### src/rtl/mem_access_pkg.sv
// Shared definitions for the MEM stage: op codes, FSM states
// and bus geometry.
package mem_access_pkg;

  localparam int DW  = 32;
  localparam int AW  = 32;
  localparam int RAW = 5;

  typedef enum logic [3:0] {
    MEM_NOP = 4'd0,
    MEM_LB  = 4'd1,
    MEM_LH  = 4'd2,
    MEM_LW  = 4'd3,
    MEM_LBU = 4'd4,
    MEM_LHU = 4'd5,
    MEM_SB  = 4'd6,
    MEM_SH  = 4'd7,
    MEM_SW  = 4'd8
  } mem_op_e;

  typedef enum logic [1:0] {
    ST_IDLE = 2'd0,
    ST_REQ  = 2'd1,
    ST_WAIT = 2'd2,
    ST_DONE = 2'd3
  } mem_st_e;

endpackage

### src/rtl/mem_access_align.sv
// Combinational lane logic: misalignment, store steering/byte
// enables, load byte/half extraction with sign/zero extension.
// Ports: i_op, i_addr(1:0), i_sdata, i_rdata -> o_mis, o_load,
//        o_store, o_wdata, o_be, o_ldata.
module mem_access_align
  import mem_access_pkg::*;
(
  input  logic [3:0]    i_op,
  input  logic [1:0]    i_addr,
  input  logic [DW-1:0] i_sdata,
  input  logic [DW-1:0] i_rdata,
  output logic          o_mis,
  output logic          o_load,
  output logic          o_store,
  output logic [DW-1:0] o_wdata,
  output logic [3:0]    o_be,
  output logic [DW-1:0] o_ldata
);

  logic [7:0]  w_byte;
  logic [15:0] w_half;

  assign w_byte = i_addr[1]
    ? (i_addr[0] ? i_rdata[31:24] : i_rdata[23:16])
    : (i_addr[0] ? i_rdata[15:8]  : i_rdata[7:0]);
  assign w_half = i_addr[1] ? i_rdata[31:16] : i_rdata[15:0];

  always_comb begin
    o_mis   = 1'b0;
    o_load  = 1'b0;
    o_store = 1'b0;
    o_wdata = '0;
    o_be    = 4'b0000;
    o_ldata = '0;
    case (mem_op_e'(i_op))
      MEM_LB: begin
        o_load  = 1'b1;
        o_ldata = {{24{w_byte[7]}}, w_byte};
      end
      MEM_LBU: begin
        o_load  = 1'b1;
        o_ldata = {24'd0, w_byte};
      end
      MEM_LH: begin
        o_load  = 1'b1;
        o_mis   = i_addr[0];
        o_ldata = {{16{w_half[15]}}, w_half};
      end
      MEM_LHU: begin
        o_load  = 1'b1;
        o_mis   = i_addr[0];
        o_ldata = {16'd0, w_half};
      end
      MEM_LW: begin
        o_load  = 1'b1;
        o_mis   = |i_addr;
        o_ldata = i_rdata;
      end
      MEM_SB: begin
        o_store = 1'b1;
        o_wdata = {4{i_sdata[7:0]}};
        o_be    = 4'b0001 << i_addr;
      end
      MEM_SH: begin
        o_store = 1'b1;
        o_mis   = i_addr[0];
        o_wdata = {2{i_sdata[15:0]}};
        o_be    = i_addr[1] ? 4'b1100 : 4'b0011;
      end
      MEM_SW: begin
        o_store = 1'b1;
        o_mis   = |i_addr;
        o_wdata = i_sdata;
        o_be    = 4'b1111;
      end
      default: ;
    endcase
  end

endmodule

### src/rtl/mem_access.sv
// MEM stage: passes non-memory ops through, runs a req/gnt/rvalid
// bus handshake for loads/stores and stalls until the response.
// Ports: exe_mem inputs (reg_*_i, mem_*_i), data bus (dbus_*),
//        mem_wb outputs (reg_*_o), stallreq_o, misalign_o.
module mem_access
  import mem_access_pkg::*;
#(
  parameter int DATA_WIDTH  = 32,
  parameter int ADDR_WIDTH  = 32,
  parameter int RADDR_WIDTH = 5
) (
  input  logic                   clk_i,
  input  logic                   rst_i,
  input  logic [RADDR_WIDTH-1:0] reg_waddr_i,
  input  logic                   reg_we_i,
  input  logic [DATA_WIDTH-1:0]  reg_wdata_i,
  input  logic                   mem_we_i,
  input  logic [ADDR_WIDTH-1:0]  mem_addr_i,
  input  logic [DATA_WIDTH-1:0]  mem_data_i,
  input  logic [3:0]             mem_op_i,
  output logic                   dbus_req_o,
  output logic                   dbus_we_o,
  output logic [ADDR_WIDTH-1:0]  dbus_addr_o,
  output logic [DATA_WIDTH-1:0]  dbus_wdata_o,
  output logic [3:0]             dbus_be_o,
  input  logic                   dbus_gnt_i,
  input  logic                   dbus_rvalid_i,
  input  logic [DATA_WIDTH-1:0]  dbus_rdata_i,
  output logic [RADDR_WIDTH-1:0] reg_waddr_o,
  output logic                   reg_we_o,
  output logic [DATA_WIDTH-1:0]  reg_wdata_o,
  output logic                   stallreq_o,
  output logic                   misalign_o
);

  mem_st_e         r_state;
  mem_st_e         w_next;
  logic [DW-1:0]   r_rdata;
  logic            w_mis;
  logic            w_load;
  logic            w_store;
  logic            w_nop;
  logic            w_act;
  logic [DW-1:0]   w_wdata;
  logic [3:0]      w_be;
  logic [DW-1:0]   w_ldata;
  logic            w_unused_we;

  // mem_op_i alone decides read vs write
  assign w_unused_we = mem_we_i;

  mem_access_align u_align (
    .i_op    (mem_op_i),
    .i_addr  (mem_addr_i[1:0]),
    .i_sdata (mem_data_i),
    .i_rdata (r_rdata),
    .o_mis   (w_mis),
    .o_load  (w_load),
    .o_store (w_store),
    .o_wdata (w_wdata),
    .o_be    (w_be),
    .o_ldata (w_ldata)
  );

  assign w_nop = (mem_op_i == MEM_NOP);
  assign w_act = (w_load | w_store) & !w_mis;

  always_ff @(posedge clk_i or posedge rst_i) begin
    if (rst_i) begin
      r_state <= ST_IDLE;
      r_rdata <= '0;
    end else begin
      r_state <= w_next;
      if (r_state == ST_WAIT && dbus_rvalid_i)
        r_rdata <= dbus_rdata_i;
    end
  end

  always_comb begin
    w_next = r_state;
    case (r_state)
      ST_IDLE:
        if (w_act)
          w_next = dbus_gnt_i ? ST_WAIT : ST_REQ;
      ST_REQ:
        if (dbus_gnt_i) w_next = ST_WAIT;
      ST_WAIT:
        if (dbus_rvalid_i) w_next = ST_DONE;
      ST_DONE:
        w_next = ST_IDLE;
      default:
        w_next = ST_IDLE;
    endcase
  end

  // Everything is forced low while reset is held
  always_comb begin
    dbus_req_o   = 1'b0;
    dbus_we_o    = 1'b0;
    dbus_addr_o  = '0;
    dbus_wdata_o = '0;
    dbus_be_o    = 4'b0000;
    reg_waddr_o  = '0;
    reg_we_o     = 1'b0;
    reg_wdata_o  = '0;
    stallreq_o   = 1'b0;
    misalign_o   = 1'b0;
    if (!rst_i) begin
      misalign_o  = w_mis;
      reg_waddr_o = reg_waddr_i;
      stallreq_o  = w_act & (r_state != ST_DONE);
      if (w_act) begin
        dbus_req_o = (r_state == ST_IDLE) ||
                     (r_state == ST_REQ);
        dbus_we_o    = w_store;
        dbus_addr_o  = {mem_addr_i[ADDR_WIDTH-1:2], 2'b00};
        dbus_wdata_o = w_wdata;
        dbus_be_o    = w_be;
      end
      if (w_nop) begin
        reg_we_o    = reg_we_i;
        reg_wdata_o = reg_wdata_i;
      end else if (w_act && w_load &&
                   r_state == ST_DONE) begin
        reg_we_o    = reg_we_i;
        reg_wdata_o = w_ldata;
      end
    end
  end

endmodule

### config.mk
export PLATFORM = sky130hd
export DESIGN_NAME = mem_access
export DESIGN_NICKNAME = d
export VERILOG_FILES = /design/src/rtl/mem_access_pkg.sv /design/src/rtl/mem_access_align.sv /design/src/rtl/mem_access.sv
export SDC_FILE = /design/constraint.sdc
export NUM_CORES = 1
export LEC_CHECK = 0
export ABC_AREA = 1
export CORE_AREA = 2 2 99 101
export DETAILED_ROUTE_END_ITERATION = 10
export DIE_AREA = 0 0 101 103
export DONT_BUFFER_PORTS = 1
export PLACE_DENSITY_LB_ADDON = 0.1
export SYNTH_ARGS = -nofsm -noshare
export SYNTH_HDL_FRONTEND = slang
export SYNTH_SLANG_ARGS = --single-unit
### constraint.sdc
create_clock -name clk_i -period 1.8 [get_ports clk_i]
set_clock_uncertainty 0.15 [all_clocks]
set_input_delay 0.18 -clock clk_i [delete_from_list [all_inputs] [get_ports clk_i]]
set_output_delay 0.18 -clock clk_i [all_outputs]
set_load 0.005 [all_outputs]
==> results of run 1 <==
==> worst min-delay path: stages <==
cell,delay (ns)
nor2_1,0.03
nor2_1,0.08
nand3_1,0.08
nand2_1,0.07
==> area by class of cell <==
cell class	instances	area [µm²]	area share
multi-input cells	431	2654	0.5353
flip-flops and latches	34	850.8	0.1716
repair buffers	90	850.8	0.1716
inverters	86	346.6	0.06991
well taps	114	142.6	0.02877
clock buffers	6	82.58	0.01666
repair inverters	2	17.52	0.003534
clock inverters	2	12.51	0.002524
==> routing by layer <==
metal / vias up / global-route usage / part of all wire
met5: - / 0 / 0
met4: 0 / 0.08004 / 0.019
met3: 21 / 0.05220 / 0.069
met2: 185 / 0.4913 / 0.54
met1: 2032 / 0.2573 / 0.37
li1: 1993 / - / -
==> synth_stat cells, drive strengths merged <==
| library cell | number | share of area |
|---|---|---|
| a21oi | 37 | 0.053 |
| a221oi | 10 | 0.025 |
| clkinv | 1 | 0.0011 |
| o21ai | 41 | 0.058 |
| ha | 4 | 0.014 |
| nand2 | 112 | 0.13 |
| or2 | 4 | 0.0071 |
| o21bai | 1 | 0.0021 |
| nand3 | 19 | 0.028 |
| conb | 1 | 0.0011 |
| o22ai | 23 | 0.041 |
| mux2 | 19 | 0.061 |
| inv | 85 | 0.091 |
| nand4 | 8 | 0.014 |
| nor2 | 145 | 0.17 |
| buf | 18 | 0.042 |
| and3 | 2 | 0.0035 |
| o21a | 1 | 0.0021 |
| clkbuf | 12 | 0.013 |
| dfrtp | 34 | 0.24 |
==> stage by stage <==
stage / std cells / hold slack (ns)
final: 765 / 0.03314
after floorplan: 578 / 0.008975
after CTS: 748 / 0.02549
after detailed placement: 695 / 0.09354
after global routing: 765 / 0.04907
after global placement: 695 / 0.08680
==> logic make-up after synthesis <==
logic type | after synthesis | synth area share
fa+ha+maj | 4 | 0.01420
mux | 19 | 0.06070
simple gates | 290 | 0.3546
buf+inv | 116 | 0.1473
compound gates | 113 | 0.1807
flops | 34 | 0.2414
other cells | 1 | 0.001064
==> how the worst max path moves through the flow <==
| stage | end | start | cells past startpoint |
|---|---|---|---|
| detailed placement | reg_wdata_o[10] | mem_addr_i[1] | 9 |
| global route | reg_wdata_o[29] | r_state[0] | 7 |
| CTS | reg_wdata_o[28] | r_state[0] | 7 |
| floorplan | r_rdata[21] | r_state[0] | 6 |
| finish | reg_wdata_o[17] | r_rdata[31] | 8 |
| global placement | reg_wdata_o[9] | mem_addr_i[1] | 9 |
==> power by group through the flow <==
stage	clock (mW)	sequential [mW]	combinational (mW)
finish	0.605	1.49	2.12
global placement	0	1.50	1.45
detailed placement	0	1.51	1.48
global route	0.656	1.52	2.35
CTS	0.620	1.48	1.75
floorplan	0	1.37	1.17
==> registers in the layout, summed over array words and instances, names as in the netlist <==
signal,count
r_rdata,32
r_state,2
==> timing repair <==
action | CTS | global route
setup endpoints to repair | 32 | 107
cloned | 2 | 5
hold buffers | 34 | 0
hold endpoints to repair | 66 | 0
pin swaps | 21 | 22
setup buffers | 10 | 12
resized for setup | 35 | 86
==> reports/qor.txt, run 1 <==
Post-DP Area: 0.003756 mm²
kind of critical path: register to output port
Hold Crit Start: dbus_gnt_i
Worst Path Max Fanout: 8
area growth from synthesis to layout: 40.65%
Root Buffer: clkbuf_8
Worst-Margin Slew: 0.5599 ns
total CTS buffers: 5
reg-to-reg endpoint: r_rdata[9]
FILL cells: 997
status: finished, violations left
share of cells above drive strength 1: 0.3118
area of the mapped netlist: 0.003525 mm²
Worst setup SP type: register
Total Wirelength: 14670 µm
critical path arrival: 1.60 ns
# rows: 36
register area share after synthesis: 0.2414
largest buffer count on any clock path: 2
vias in the first global route: 3810
Max VDD drop: 496.1 µV
Max-Cap Viols: 0
drt first pass iters: 4
RSZ-0062 raised after global routing: yes
class of the worst hold path: primary input to register
number of diodes: 0
Max transition margin: 0.6255
number of remaining DRC errors: 0
Core ar.: 0.009459 mm²
worst r2r src: r_state[1]
ordered list of cells on the worst path: inv_2 > o21ai_4 > buf_4 > nand3_2 > nand2_4 > buf_16 > o22ai_2 > nor2_4
worst slack at placement: 0.02300 ns
Post-DP HPWL: 10400 µm
drt initial violations: 180
largest net degree at the start of global routing: 37
fin util: 0.5241
Slew Viols, Final: 0
Net Switching: 1.743 mW
most frequent cells in the layout: 95 x nand2_1, 91 x nor2_1, 74 x inv_1, 48 x buf_4, 41 x nor2_2
vias per cell: 5.531
post-synth cell types: 32
die width: 101 µm
Post-Syn Instances: 577
Initial Util: 0.3726
power consumption: 4.215 mW
Seq pwr share: 0.353
WP buf/inv: 3
fin crit share: 1.070
final hold vios: 0
Worst Hold Depth: 4
Final min period: 1.926 ns
CTS tree: yes
leading cell type in the layout, fill and taps excluded: nand2_1
num ports: 253
vias: 4231
Worst Path Required: 1.47 ns
Worst path slowest cell: dfrtp_1
Antenna Nets Post-Route: 0
initial antenna violation count: 0
r2r setup slk: 0.07 ns
fin area: 0.004957 mm²
RD Place Congestion: 0.8789
Routed WL per cell: 19.18 µm
failing checks: setup timing
final setup TNS: -3.204 ns
clock tree sinks: 34
Setup-failing EPs final: 33
Port Buf Inserts: 0
Hold EP: r_state[1]
Synth Area per Inst: 6.109 µm²
internal power: 2.472 mW
worst skew pair latency: 0.29 ns
global route overflow: 0
setup slack after layout: -0.1261 ns
clock-pin slew on the worst setup and hold paths: 0.08 ns
PD cells: 850.2 mW/mm²
global-route usage over all layers: 0.2473
Clk pwr share: 0.144
CP delay by family, top: buffers and inverters
Worst Reg-to-Reg Cells: 6
combinational share of power: 0.504
first-pass GRT wire length: 19670 µm
critical path's largest stage delay: 0.34 ns
Die ar.: 0.01040 mm²
Synth Warn #: 0
die height: 103 µm
CP endpoint kind: output port
Fmax: 519.2 MHz
Final nets: 797
Leak Pwr: 2.253 nW
# H-tree levels: 2
Switching Share: 0.4135
FF+latch count, synth: 34
Power figures use the tool's default switching activity.
==> run 2, diff against run 1 <==
==> constraint.sdc (replaced) <==
create_clock -name clk_i -period 1.8 [get_ports clk_i]
set_clock_uncertainty 0.15 [all_clocks]
set_input_delay 0.09 -clock clk_i [delete_from_list [all_inputs] [get_ports clk_i]]
set_output_delay 0.09 -clock clk_i [all_outputs]
set_load 0.005 [all_outputs]
==> reports/qor.txt, run 2 (synthesis results as in run 1) <==
status: finished, violations left
failing checks: setup timing
Die ar.: 0.01040 mm² (unchanged)
vias in the first global route: 3807 (-0.079%)
number of remaining DRC errors: 0 (unchanged)
Worst setup SP type: register
Leak Pwr: 2.161 nW (-4.1%)
Final nets: 779 (-2.3%)
CP delay by family, top: simple AND/OR/NAND/NOR gates
Core ar.: 0.009459 mm² (unchanged)
# rows: 36 (unchanged)
kind of critical path: register to output port
fin area: 0.004730 mm² (-4.6%)
RSZ-0062 raised after global routing: yes
Post-DP HPWL: 10370 µm (-0.30%)
ordered list of cells on the worst path: inv_2 > o21ai_4 > nand3_2 > nand2_8 > o22ai_1 > nor2_2
Antenna Nets Post-Route: 0 (unchanged)
clock tree sinks: 34 (unchanged)
critical path's largest stage delay: 0.34 ns (about the same)
Crit path depth: 6 (-2)
global route overflow: 0 (unchanged)
Worst Path Max Fanout: 8 (unchanged)
initial antenna violation count: 0 (unchanged)
vias per cell: 5.507 (-0.42%)
Slew Viols, Final: 0 (unchanged)
Worst path slowest cell: dfrtp_1
largest registers: r_rdata (32), r_state (2)
Worst-Margin Slew: 1.002 ns (+0.4422 ns)
reg-to-reg endpoint: r_rdata[18]
Final min period: 1.807 ns (-0.1187 ns)
clock-pin slew on the worst setup and hold paths: 0.07 ns (about the same)
largest net degree at the start of global routing: 46 (+24%)
die height: 103 µm (unchanged)
final hold vios: 0 (unchanged)
Total Wirelength: 14190 µm (-3.3%)
max reg flops: 32 (unchanged)
CTS tree: yes
Fmax: 553.3 MHz (+6.6%)
Max VDD drop: 532.3 µV (+7.3%)
Initial Util: 0.3726 (unchanged)
Most flops, register: r_rdata
Port Buf Inserts: 0 (unchanged)
num ports: 253 (unchanged)
# H-tree levels: 2 (unchanged)
most frequent cells in the layout: 98 x nor2_1, 96 x nand2_1, 77 x inv_1, 37 x a21oi_1, 36 x nor2_2
Post-DP Area: 0.003737 mm² (-0.50%)
Root Buffer: clkbuf_8
Setup-failing EPs final: 1 (-97%)
share of cells above drive strength 1: 0.2528 (-0.05906)
drt initial violations: 205 (+14%)
fin crit share: 1.004 (-0.06596)
r2r setup slk: 0.06 ns (about the same)
worst r2r src: r_state[0]
Critical Path Sink: reg_wdata_o[17]
setup slack after layout: -0.007396 ns (+0.1187 ns)
number of diodes: 0 (unchanged)
class of the worst hold path: primary input to register
total CTS buffers: 5 (unchanged)
Max transition margin: 0.3319 (-0.2936)
Worst Path Required: 1.56 ns (+0.09 ns)
first-pass GRT wire length: 19930 µm (+1.3%)
vias: 4114 (-2.8%)
PD cells: 843.1 mW/mm² (-0.84%)
Worst Setup SP: r_rdata[31]
CP endpoint kind: output port
drt first pass iters: 5 (+1)
RD Place Congestion: 0.8879 (+1.0%)
largest buffer count on any clock path: 2 (unchanged)
area growth from synthesis to layout: 34.19%
critical path arrival: 1.57 ns (-0.03 ns)
Worst Reg-to-Reg Cells: 6 (unchanged)
WP buf/inv: 1 (-2)
leading cell type in the layout, fill and taps excluded: nor2_1
global-route usage over all layers: 0.2519 (+0.004639)
worst skew pair latency: 0.28 ns (about the same)
Routed WL per cell: 18.99 µm (-0.98%)
fin util: 0.5000 (-0.02407)
die width: 101 µm (unchanged)
Max-Cap Viols: 0 (unchanged)
run 2: worst reg2reg max path: cells and delay by family, from the launching register on:
| family | cells | cell delay, ns |
|---|---|---|
| buffers and inverters | 3 | 0.40 |
| muxes | 1 | 0.40 |
| DFF | 1 | 0.36 |
| adders and majority gates | 1 | 0.22 |
| and+or+nand+nor | 1 | 0.09 |
run 2: worst min path at each step:
stage | start | to | slack [ns] | depth (start not counted)
detailed placement | rst_i | r_rdata[7] | -0.008 | 2
floorplan | rst_i | misalign_o | 0.06 | 1
global placement | rst_i | r_rdata[7] | -0.02 | 2
CTS | dbus_gnt_i | r_state[1] | 0.02 | 6
finish | dbus_gnt_i | r_state[1] | 0.02 | 6
global route | dbus_gnt_i | r_state[1] | 0.06 | 6
run 2: final cells by class:
class | instances | area, µm²
inverter | 86 | 332.8
fill | 980 | 4730
sequential | 34 | 850.8
clock buffer | 8 | 110.1
tap | 114 | 142.6
timing repair buffer | 73 | 665.6
multi-input combinational | 432 | 2628
run 2: per-layer routing:
layer / vias to the layer above / GRT usage / wire [µm]
li1: 1952 / - / -
met1: 1910 / 0.2744 / 5117
met2: 207 / 0.4779 / 7436
met3: 45 / 0.04203 / 956
met4: 0 / 0.1133 / 674
met5: - / 0 / 0
run 2: through the flow:
stage | power [mW] | worst slack (ns) | hold slack [ns] | std cells | TNS [ns]
3_3_place_gp | 2.926 | 0.1016 | -0.01924 | 693 | 0
3_5_place_dp | 2.962 | 0.04455 | -0.007737 | 693 | 0
6_report | 3.987 | -0.007396 | 0.01822 | 747 | -0.007396
5_1_grt | 4.297 | -0.09323 | 0.06438 | 747 | -1.456
2_1_floorplan | 2.533 | 0.03480 | 0.06110 | 578 | 0
4_1_cts | 3.872 | -0.0005501 | 0.02047 | 745 | -0.0006266
run 2: repair_timing:
item	CTS	global route
endpoints found under the setup margin	31	77
cloned	4	0
pin swaps	18	27
gates resized for setup	60	43
setup buffers	4	2
endpoints found under the hold margin	68	0
hold buffers	36	0
run 2: where the power goes:
| group | switching, mW | internal, mW | total (mW) |
|---|---|---|---|
| Combinational | 0.996 | 0.830 | 1.83 |
| Sequential | 0.354 | 1.15 | 1.50 |
| Clock | 0.275 | 0.386 | 0.662 |
